**src/rtl/ltl_mon_pkg.sv**
```systemverilog
// Shared types and constants for the monitor symbol interface.
// Symbols use only the 0..127 alphabet; bit 7 is reserved and always 0.
package ltl_mon_pkg;

    localparam int SYM_W = 8;

    typedef logic [SYM_W-1:0] sym_t;

    localparam sym_t ALPHA_MAX = 8'd127;

    typedef enum logic [1:0] {
        ENC_IDLE,
        ENC_PRIME,
        ENC_STREAM,
        ENC_DRAIN
    } enc_state_e;

endpackage

```
**src/rtl/ltl_sym_fifo.sv**
```systemverilog
// Synchronous symbol FIFO. Push and pop in the same cycle are both honoured
// even when full, since the pop frees the slot the push is written into.
module ltl_sym_fifo #(
    parameter int DEPTH = 8,
    parameter int WIDTH = 8,
    localparam int AW   = $clog2(DEPTH)
) (
    input  logic             clk,
    input  logic             reset,
    input  logic             push_i,
    input  logic [WIDTH-1:0] wdata_i,
    input  logic             pop_i,
    output logic [WIDTH-1:0] rdata_o,
    output logic             full_o,
    output logic             empty_o,
    output logic [AW:0]      level_o
);

    if (DEPTH < 2 || (DEPTH & (DEPTH - 1)) != 0) begin : g_bad_depth
        $error("ltl_sym_fifo: DEPTH must be a power of 2 and >= 2");
    end

    logic [WIDTH-1:0] mem_q [DEPTH];
    logic [AW-1:0]    wr_ptr_q, rd_ptr_q;
    logic [AW:0]      level_q;
    logic             do_push, do_pop;

    assign empty_o = (level_q == '0);
    assign full_o  = (level_q == (AW+1)'(DEPTH));
    assign level_o = level_q;
    assign rdata_o = mem_q[rd_ptr_q];

    assign do_pop  = pop_i && !empty_o;
    assign do_push = push_i && (!full_o || do_pop);

    always_ff @(posedge clk) begin
        if (reset) begin
            wr_ptr_q <= '0;
            rd_ptr_q <= '0;
            level_q  <= '0;
        end else begin
            if (do_push) wr_ptr_q <= wr_ptr_q + AW'(1);
            if (do_pop)  rd_ptr_q <= rd_ptr_q + AW'(1);
            unique case ({do_push, do_pop})
                2'b10:   level_q <= level_q + (AW+1)'(1);
                2'b01:   level_q <= level_q - (AW+1)'(1);
                default: level_q <= level_q;
            endcase
        end
    end

    // Storage needs no reset; occupancy is tracked by the pointers and level.
    always_ff @(posedge clk) begin
        if (do_push) mem_q[wr_ptr_q] <= wdata_i;
    end

endmodule

```
**src/rtl/ltl_symbol_encoder.sv**
```systemverilog
// Transmit side of the monitor symbol interface: encodes proposition vectors into
// symbols, buffers them, and sequences mon_reset ahead of the first symbol.
module ltl_symbol_encoder
    import ltl_mon_pkg::*;
#(
    parameter int PROP_W       = 7,
    parameter int FIFO_DEPTH   = 8,
    parameter int PRIME_CYCLES = 2,
    parameter int CNT_W        = 16,
    localparam int LVL_W       = $clog2(FIFO_DEPTH) + 1
) (
    input  logic              clk,
    input  logic              reset,
    input  logic              start_i,
    input  logic              stop_i,
    input  logic              prop_valid_i,
    input  logic [PROP_W-1:0] prop_bits_i,
    input  logic              sym_ready_i,
    output logic [SYM_W-1:0]  symbols_o,
    output logic              run_o,
    output logic              mon_reset_o,
    output logic              busy_o,
    output logic [LVL_W-1:0]  fifo_level_o,
    output logic [CNT_W-1:0]  overflow_cnt_o
);

    if (PROP_W < 1 || PROP_W > 7) begin : g_bad_prop_w
        $error("ltl_symbol_encoder: PROP_W must be in 1..7");
    end
    if (PRIME_CYCLES < 1) begin : g_bad_prime
        $error("ltl_symbol_encoder: PRIME_CYCLES must be >= 1");
    end

    localparam int PCW = $clog2(PRIME_CYCLES + 1);

    enc_state_e       state_q, state_d;
    logic [PCW-1:0]   prime_cnt_q, prime_cnt_d;
    sym_t             sym_q;
    logic             run_q;
    logic [CNT_W-1:0] ovf_q;

    logic             push_req, pop_en, drop;
    logic             fifo_full, fifo_empty;
    sym_t             push_sym, head_sym;

    assign push_sym = sym_t'(prop_bits_i) & ALPHA_MAX;
    assign push_req = prop_valid_i && (state_q == ENC_PRIME || state_q == ENC_STREAM);
    assign pop_en   = (state_q == ENC_STREAM || state_q == ENC_DRAIN) && !fifo_empty && sym_ready_i;
    assign drop     = push_req && fifo_full && !pop_en;

    ltl_sym_fifo #(
        .DEPTH (FIFO_DEPTH),
        .WIDTH (SYM_W)
    ) u_fifo (
        .clk     (clk),
        .reset   (reset),
        .push_i  (push_req),
        .wdata_i (push_sym),
        .pop_i   (pop_en),
        .rdata_o (head_sym),
        .full_o  (fifo_full),
        .empty_o (fifo_empty),
        .level_o (fifo_level_o)
    );

    always_comb begin
        state_d     = state_q;
        prime_cnt_d = prime_cnt_q;
        unique case (state_q)
            ENC_IDLE: begin
                if (start_i) begin
                    state_d     = ENC_PRIME;
                    prime_cnt_d = PCW'(PRIME_CYCLES - 1);
                end
            end
            ENC_PRIME: begin
                if (prime_cnt_q == '0) state_d = ENC_STREAM;
                else                   prime_cnt_d = prime_cnt_q - PCW'(1);
            end
            ENC_STREAM: begin
                if (stop_i) state_d = ENC_DRAIN;
            end
            // Wait for the last popped symbol to leave the output register too.
            ENC_DRAIN: begin
                if (fifo_empty && !run_q) state_d = ENC_IDLE;
            end
            default: state_d = ENC_IDLE;
        endcase
    end

    always_ff @(posedge clk) begin
        if (reset) begin
            state_q     <= ENC_IDLE;
            prime_cnt_q <= '0;
            sym_q       <= '0;
            run_q       <= 1'b0;
            ovf_q       <= '0;
        end else begin
            state_q     <= state_d;
            prime_cnt_q <= prime_cnt_d;
            run_q       <= pop_en;
            if (pop_en) sym_q <= head_sym;
            if (drop && ovf_q != '1) ovf_q <= ovf_q + CNT_W'(1);
        end
    end

    assign symbols_o      = sym_q;
    assign run_o          = run_q;
    assign mon_reset_o    = (state_q == ENC_PRIME);
    assign busy_o         = (state_q != ENC_IDLE);
    assign overflow_cnt_o = ovf_q;

endmodule
```
**config.mk**
```make
export PLATFORM = sky130hd
export DESIGN_NAME = ltl_symbol_encoder
export DESIGN_NICKNAME = d
export VERILOG_FILES = /design/src/rtl/ltl_mon_pkg.sv /design/src/rtl/ltl_sym_fifo.sv /design/src/rtl/ltl_symbol_encoder.sv
export SDC_FILE = /design/constraint.sdc
export NUM_CORES = 1
export LEC_CHECK = 0
export ABC_AREA = 1
export BUFFER_PORTS_ARGS = -buffer_cell sky130_fd_sc_hd__buf_2
export CAP_MARGIN = 40
export CORE_AREA = 2 2 85 107
export CTS_CLUSTER_DIAMETER = 200
export DETAILED_ROUTE_END_ITERATION = 7
export DIE_AREA = 0 0 87 109
export GPL_ROUTABILITY_DRIVEN = 0
export PLACE_DENSITY = 0.76
export SLEW_MARGIN = 20
export SYNTH_ARGS = -nofsm -noshare
export SYNTH_HDL_FRONTEND = slang
export SYNTH_SLANG_ARGS = --single-unit
```
**constraint.sdc**
```tcl
create_clock -name clk -period 3.01 [get_ports clk]
set_input_delay 0.301 -clock clk [delete_from_list [all_inputs] [get_ports clk]]
set_output_delay 0.301 -clock clk [all_outputs]
set_load 0.02 [all_outputs]
```
==> reports/results.ini <==
[clock_tree]
clk_pin_slew_ns = 0.11
cts.sinks = 94
max-clock-path-buffers = 2
clk_latency_ns = 0.37
cts_tree = done
cts_setup_buffers = 0
numCtsBuffers = 9
root_buffer = clkbuf_8
h-tree-depth = 3
postCtsHoldBufs = 0
cts_resized = 0

[flow_run]
cap_violations = 0

[synthesis]
synth_area_leaders = edfxtp_1 41%, dfxtp_1 18%, nor2_1 5.2%
postSynthAreaPerCell_um2 = 9.92
synthSimpleGateAreaFrac_pct = 17.0
synthMuxAreaShare_pct = 0
mappedNetlistArea_um2 = 4150
synth_top_area_share_pct = 40.6
synth_ff_type = edfxtp_1
synthCells = 418
yosys_warnings = 0
yosysSeqAreaShare_pct = 58.9
yosys.area_share.xor_xnor_pct = 0.845
synthAdderAreaFrac_pct = 3.02
synth.distinct_cells = 43
synth_edf_count = 56
synth_top_family_by_area = simple AND/OR/NAND/NOR gates
syn_nets = 441
ys_ff_latch = 94
synth-compound-area-share_pct = 14.9
synth_top_cell_by_area = edfxtp_1
ys_async_sr_fraction_pct = 0

[routing]
drc_errors = 0
vias = 3178
wl_per_cell_um = 16.5
drtIter0Drc = 271
vias_per_cell = 5.68
first_pass_iters = 5
wirelength_um = 9210
ant_nets = 0

[setup_path]
cp.required_ns = 3.01
reg2reg_from = state_q[0]
critPathLaunch = state_q[0]
worstSetupPathType = flop to flop
reg2reg_slack_ns = 0.49
crit_end = u_fifo.mem_q[5][6]
cpMaxStageDelayCell = nor2_1
path_max_fanout = 16
critical_path.cell_chain = inv_1, ha_1, nor2_1, nor2_4, nand2_8, a21oi_2, inv_1, nor2_1, inv_1, nor2_1
rr_worst_depth = 10
critPathCaptureType = flop
critical_path_arrival_ns = 2.52
rr_endpoint = u_fifo.mem_q[5][6]
max_stage_delay_ns = 0.47
startpoint_type = flop

[floorplan]
die_area_um2 = 9480
core-area_um2 = 8510
rows = 38
die_h_um = 109
boundaryPins = 44
die_x_um = 87
initial_core_util_pct = 48.7

[sta]
period_minus_slack_ns = 2.52
drv_slew = 0
fmax_ghz = 0.397
rsz0062_at_grt = false
hold_viol = 0
worstMarginPinSlew_ns = 0.749
fin_skew_ns = 0.0218
tns_ns = 0
finalCritPeriodShare_pct = 83.6
slew_headroom_pct = 50.0
setup_viol = 0

[power]
power_density_nw_per_um2 = 707
vdd_drop_max_uv = 350
p_leak_nw = 1.72

[final_layout]
fin_nets = 478
drive_gt1_share_pct = 16.7
final_cell_mix = 57 x nor2_1, 56 x edfxtp_1, 52 x nand2_1, 42 x buf_2, 41 x o21ai_0
area_delta_synth_final_pct = 11.0
final_core_util_pct = 54.1
final_common_cell = nor2_1
n_antenna_cell = 0

[grt]
grt_max_degree = 31
grt_pass1_vias = 3056
grt-ovfl-total = 0
antenna_found_initial = 0
grt_pass1_wl_um = 14800
gr-usage-all-layers_pct = 20.9

[placement]
place_hpwl_um = 6380
portBuffers = 42

[worst_hold_path]
hold_path_depth = 1
min_path_type = input port to flop

[status]
outcome = finished clean

[final cells by class]
class	instances	area [µm²]
Sequential cell	94	2440
Clock inverter	7	70.1
Tap cell	100	125
Timing Repair Buffer	43	218
Clock buffer	9	124
Fill cell	766	3910
Multi-Input combinational cell	270	1480
Inverter	37	139
[where the power goes]
group	leakage, nW	total [W]	switching (W)	internal, W
registers	0.813	0.00159	0.0000964	0.00149
logic	0.806	0.000849	0.000597	0.000253
clock network	0.0977	0.000819	0.000491	0.000328
[how the worst min path moves through the flow]
| stage | from | to | slack, ns |
|---|---|---|---|
| after global placement | prime_cnt_q[1] | prime_cnt_q[1] | 0.45 |
| after CTS | prop_bits_i[6] | u_fifo.mem_q[4][6] | 0.25 |
| final | prop_bits_i[2] | u_fifo.mem_q[4][2] | 0.25 |
| after detailed placement | symbols_o[3] | symbols_o[3] | 0.46 |
| after global routing | prop_bits_i[4] | u_fifo.mem_q[2][4] | 0.26 |
| after floorplan | prop_bits_i[0] | u_fifo.mem_q[0][0] | 0.40 |
[synth_stat cells (all sizes together), types with 4 or more instances]
| library cell | n |
|---|---|
| dfxtp | 38 |
| buf | 5 |
| nor3 | 10 |
| nand3 | 11 |
| clkbuf | 12 |
| a21oi | 29 |
| inv | 37 |
| ha | 10 |
| edfxtp | 56 |
| o221ai | 7 |
| o22ai | 8 |
| nand4 | 6 |
| o21ai | 43 |
| a211oi | 4 |
| nand2 | 56 |
| o211ai | 7 |
| nor2 | 63 |
| xor2 | 4 |
[worst max-delay path: cells and delay by family, from the launching register on]
kind / cells / cell delay [ns]
AO/OA/AOI/OAI: 1 / 0.28
buffers and inverters: 3 / 0.35
flip-flops: 1 / 0.34
AND/OR/NAND/NOR: 5 / 0.99
adder cells (fa/ha/maj): 1 / 0.21
[cells by family (layout without fill, tap and decap cells)]
family,Yosys count,in the layout
simple gates,150,150
fa+ha+maj,10,10
other cells,1,1
xor+xnor,4,4
compound gates,105,105
buf+inv,54,96
flops,94,94
[layer usage]
layer  up-vias  track usage [%]  part of all wire [%]
met5         -                0                     0
met4         0             9.38                   2.1
met3        17             2.65                   6.4
met2       134             38.4                    52
met1      1496             23.8                    39
li1       1531                -                     -
[sequential cells by signal (all words and copies together), names as in the netlist]
signal           count
run_o                1
state_q              2
prime_cnt_q          2
u_fifo.wr_ptr_q      3
overflow_cnt_o      16
symbols_o            7
u_fifo.level_o       4
u_fifo.rd_ptr_q      3
u_fifo.mem_q        56
[metrics by stage]
stage	hold WS [ns]	setup WS [ns]	instance area, µm²	total power [W]	instances
floorplan	0.400	0.909	4150	0.00222	418
CTS	0.252	0.475	4600	0.00326	560
global placement	0.449	0.641	4410	0.00243	544
detailed placement	0.458	0.507	4410	0.00246	544
finish	0.254	0.492	4600	0.00325	560
global route	0.257	0.274	4600	0.00346	560
Note: power is estimated with default switching activity, not from simulation.
